===== src/rtl/matpair_loader.sv =====
// Assembles a beat stream into two flattened NxN operand matrices for matmat<N>.
// Holds the completed pair with out_valid until out_ready; malformed frames are dropped with a frame_err pulse.
module matpair_loader #(
    parameter int DATA_WIDTH  = 16,
    parameter int MATRIX_SIZE = 3
) (
    input  logic                                      clk,
    input  logic                                      rst,
    input  logic                                      in_valid,
    output logic                                      in_ready,
    input  logic [DATA_WIDTH-1:0]                     in_data,
    input  logic                                      in_last,
    output logic                                      out_valid,
    input  logic                                      out_ready,
    output logic [MATRIX_SIZE*MATRIX_SIZE*DATA_WIDTH-1:0] matrix_a,
    output logic [MATRIX_SIZE*MATRIX_SIZE*DATA_WIDTH-1:0] matrix_b,
    output logic                                      frame_err
);
    localparam int NN   = MATRIX_SIZE * MATRIX_SIZE;
    localparam int IDXW = (NN > 1) ? $clog2(NN) : 1;
    localparam logic [IDXW-1:0] LAST_IDX = IDXW'(NN - 1);

    typedef enum logic [1:0] {
        LOAD_A = 2'd0,
        LOAD_B = 2'd1,
        HOLD   = 2'd2
    } state_t;

    state_t          state;
    logic [IDXW-1:0] idx;
    logic            load_en;
    logic            accept;

    // load_en mirrors "not HOLD" as a register; reset gates it combinationally.
    assign in_ready = load_en & ~rst;
    assign accept   = in_valid & in_ready;

    always_ff @(posedge clk) begin
        if (rst) begin
            state     <= LOAD_A;
            idx       <= '0;
            load_en   <= 1'b1;
            out_valid <= 1'b0;
            frame_err <= 1'b0;
            matrix_a  <= '0;
            matrix_b  <= '0;
        end else begin
            frame_err <= 1'b0;
            case (state)
                LOAD_A: begin
                    if (accept) begin
                        matrix_a[idx*DATA_WIDTH +: DATA_WIDTH] <= in_data;
                        if (in_last) begin
                            idx       <= '0;
                            frame_err <= 1'b1;
                        end else if (idx == LAST_IDX) begin
                            idx   <= '0;
                            state <= LOAD_B;
                        end else begin
                            idx <= idx + 1'b1;
                        end
                    end
                end
                LOAD_B: begin
                    if (accept) begin
                        matrix_b[idx*DATA_WIDTH +: DATA_WIDTH] <= in_data;
                        if (idx == LAST_IDX && in_last) begin
                            idx       <= '0;
                            state     <= HOLD;
                            load_en   <= 1'b0;
                            out_valid <= 1'b1;
                        end else if (idx == LAST_IDX || in_last) begin
                            // Missing or early last: restart framing, keep partial data.
                            idx       <= '0;
                            state     <= LOAD_A;
                            frame_err <= 1'b1;
                        end else begin
                            idx <= idx + 1'b1;
                        end
                    end
                end
                HOLD: begin
                    if (out_ready) begin
                        state     <= LOAD_A;
                        load_en   <= 1'b1;
                        out_valid <= 1'b0;
                    end
                end
                default: begin
                    state     <= LOAD_A;
                    idx       <= '0;
                    load_en   <= 1'b1;
                    out_valid <= 1'b0;
                end
            endcase
        end
    end
endmodule


===== config.mk =====
export PLATFORM = sky130hd
export DESIGN_NAME = matpair_loader
export DESIGN_NICKNAME = d
export VERILOG_FILES = /design/src/rtl/matpair_loader.sv
export SDC_FILE = /design/constraint.sdc
export NUM_CORES = 1
export LEC_CHECK = 0
export ABC_AREA = 1
export BUFFER_PORTS_ARGS = -buffer_cell sky130_fd_sc_hd__buf_2
export CORE_MARGIN = 4
export CORE_UTILIZATION = 40
export CTS_BUF_LIST = sky130_fd_sc_hd__clkbuf_16
export CTS_CLUSTER_DIAMETER = 60
export CTS_CLUSTER_SIZE = 16
export DETAILED_ROUTE_END_ITERATION = 16
export SLEW_MARGIN = 20
export SYNTH_ARGS = -nofsm -noshare
export SYNTH_HDL_FRONTEND = slang
export SYNTH_SLANG_ARGS = --single-unit

===== constraint.sdc =====
create_clock -name clk -period 6.5 [get_ports clk]
set_input_delay 0.65 -clock clk [delete_from_list [all_inputs] [get_ports clk]]
set_output_delay 0.65 -clock clk [all_outputs]
set_load 0.1 [all_outputs]

==> reports/results.ini <==
[placed_design]
portBuffers = 311
place_hpwl_microns = 31100
placed_cells = 2596
place.gp.congestion = 0.859

[worst_setup_path]
endpoint_kind = flop
worstPathMaxFanout = 39
critPathLaunchType = flop
critPathKind = reg -> reg
crit_arrival_ns = 4.68
required_ns = 6.93
r2r_slack_ns = 2.25

[logic_synthesis]
synth_top_area_cell = dfxtp_1
synth_edf_count = 0
synthCells = 1949
ys_ff_latch = 297
yosysWarnings = 0
yosysUniqueCellTypes = 36
synthFlopType = dfxtp_1
ys_async_sr_fraction_pct = 0
synth_area_per_cell_sq_um = 6.70
yosysTopAreaCellShare_pct = 45.5
ys_seq_area_share_pct = 45.5
yosys-top-cells-area = dfxtp_1 (46%), nor2_1 (14%), nand2_1 (12%)
netlist_area_sq_mm = 0.0131
synth_nets = 1975

[floorplanning]
core.rowCount = 65
initial_core_util_pct = 41.0
coreArea_sq_mm = 0.0319
die-area_sq_mm = 0.0356
pin_count = 312
die_h_microns = 189
die-width_microns = 189

[final_layout]
drive_gt1_share_pct = 18.4
area_delta_synth_final_pct = 19.4
seq_area_sq_mm = 0.00595
nets = 2216
n_fill_cell = 3370
multi_input_area_sq_mm = 0.00564
final_cells = 2641
fin_util_pct = 48.9

[clock_tree]
cts.sink_count = 297
cts_buffers = 27
cts_setup_buffers = 0
cts_tree = built
cts_resized = 0
path_clk_slew_ns = 0.07
clock_latency_ns = 0.54
cts-root-buf = clkbuf_16
hold_buffers = 0
htreeDepth = 1
cts_buffer_depth = 3

[timing]
setup_viol = 0
slew_headroom_pct = 32.0
period_share_pct = 65.4
maxSlewViolCount = 0
fin_crit_ns = 4.25
finalHoldViolCount = 0
rsz0062_at_grt = no
worst_pin_slew_ns = 1.01
max_freq_ghz = 0.235
skew_ns = 0.00904
setup_tns_ns = 0

[routing]
drc = 0
drt_pass1_iterations = 6
drt_wl_total_microns = 43000
routedWlPerCell_microns = 16.3
drtIter0Drc = 1012
vias = 12700
vias_per_cell = 4.80
ant_nets = 0

[grt]
grt-ovfl-total = 0
grt_pass1_wl_microns = 66600
antenna_found_initial = 2
track_usage_pct = 23.1
grt_pass1_vias = 11800
grt_max_degree = 92

[job]
drv_cap = 0

[power]
p_per_area_mw_per_mm2 = 232
p_leak_uw = 0.00852
finalPower_uw = 3620
peakVddDrop_v = 0.000172

[hold_path]
hold_path.class = in -> reg

[run_status]
outcome = complete, no violations

==> logic make-up (layout without fill, tap and decap cells) <==
family                   after synthesis  count (layout)  share of synthesized area, %
other                                  0               2                             0
AO/OA/AOI/OAI                        151             151                          6.09
XOR/XNOR                               2               2                         0.134
flip-flops                           297             297                          45.5
buffers and inverters                373             628                          11.4
AND/OR/NAND/NOR                     1121            1121                          36.4
adder cells (fa/ha/maj)                5               5                         0.479
==> final timing paths <==
path,startpoint,end,cells after the start
worst max-delay path,idx[0],matrix_a[75],8
worst min register to register,matrix_b[3],matrix_b[3],2
worst max register to register,idx[0],matrix_a[75],8
worst min-delay path,out_ready,state[1],3
==> routing by layer <==
layer  part of all wire (%)  global-route usage (%)
met1                     45                    31.9
met2                     45                    37.3
met3                    8.3                    4.91
met4                    2.2                    5.72
met5                      0                       0
==> report_power, final <==
part	internal, uW	total (uW)	switching (uW)
Sequential	1830	1830	6.36
Clock	810	1550	738
Combinational	44.2	236	192
Total	2680	3620	936
==> cell type report <==
cell class | instances | share of cell area, %
Multi-Input combinational cell | 1279 | 36.2
Inverter | 264 | 6.40
Tap cell | 435 | 3.49
Clock buffer | 27 | 4.33
Sequential cell | 297 | 38.1
Antenna cell | 2 | 0.0321
Timing Repair Buffer | 321 | 10.5
Clock inverter | 16 | 0.947
==> synthesized netlist by cell type, types with 2 or more instances <==
library cell and instances:
o21ai_1 16, ha_1 5, nand2_2 6, nand3_1 68, nand2_1 432, nand4_4 3
buf_1 11, nand4_1 63, nor3_4 3, o21ai_0 66, o21bai_1 14, and2_1 7
nor2_4 4, clkbuf_1 49, nor2_1 494, buf_2 41, inv_2 10, a21oi_1 53
buf_4 6, dfxtp_1 297, nand4_2 4, xor2_1 2, nor3_1 25, nor2_8 2
inv_1 253, nor2_2 5
==> through the flow <==
step	area, sq um	worst slack, ns	hold slack, ns
2_1_floorplan	13100	3.56	0.486
3_3_place_gp	14800	2.46	0.454
3_5_place_dp	14800	2.33	0.455
4_1_cts	15600	2.31	0.405
5_1_grt	15600	1.78	0.446
6_report	15600	2.25	0.432
==> layout by cell type (no fill, tap or decap), types with 3 or more instances in the layout <==
| cell type | count |
|---|---|
| nor3_1 | 25 |
| nand3_1 | 68 |
| o21ai_1 | 16 |
| clkbuf_16 | 27 |
| dfxtp_1 | 297 |
| inv_8 | 4 |
| nand4_1 | 63 |
| clkinv_2 | 3 |
| inv_2 | 9 |
| buf_4 | 10 |
| nor3_4 | 3 |
| o21bai_1 | 14 |
| o21ai_0 | 66 |
| ha_1 | 4 |
| nand2_1 | 432 |
| nor2_1 | 493 |
| buf_2 | 311 |
| nand2_2 | 6 |
| nand4_4 | 3 |
| and2_1 | 7 |
| nor2_4 | 5 |
| clkinv_1 | 3 |
| inv_1 | 254 |
| nand4_2 | 4 |
| nor2_2 | 5 |
| a21oi_1 | 52 |
==> critical path, cell delays in order (launching register included) <==
cell	delay (ns)
dfxtp_1	0.81
inv_1	0.50
ha_2	0.38
nand2_1	0.13
nand2_4	0.15
nor2_4	0.78
nand4_1	0.94
nor2_1	0.36
nor2_1	0.08
==> state kept, by name (all words and copies together) (netlist names) <==
| signal | cells |
|---|---|
| matrix_a | 144 |
| matrix_b | 144 |
| idx | 4 |
| out_valid | 1 |
| state | 2 |
| load_en | 1 |
| frame_err | 1 |
(Power assumes the default switching activity.)
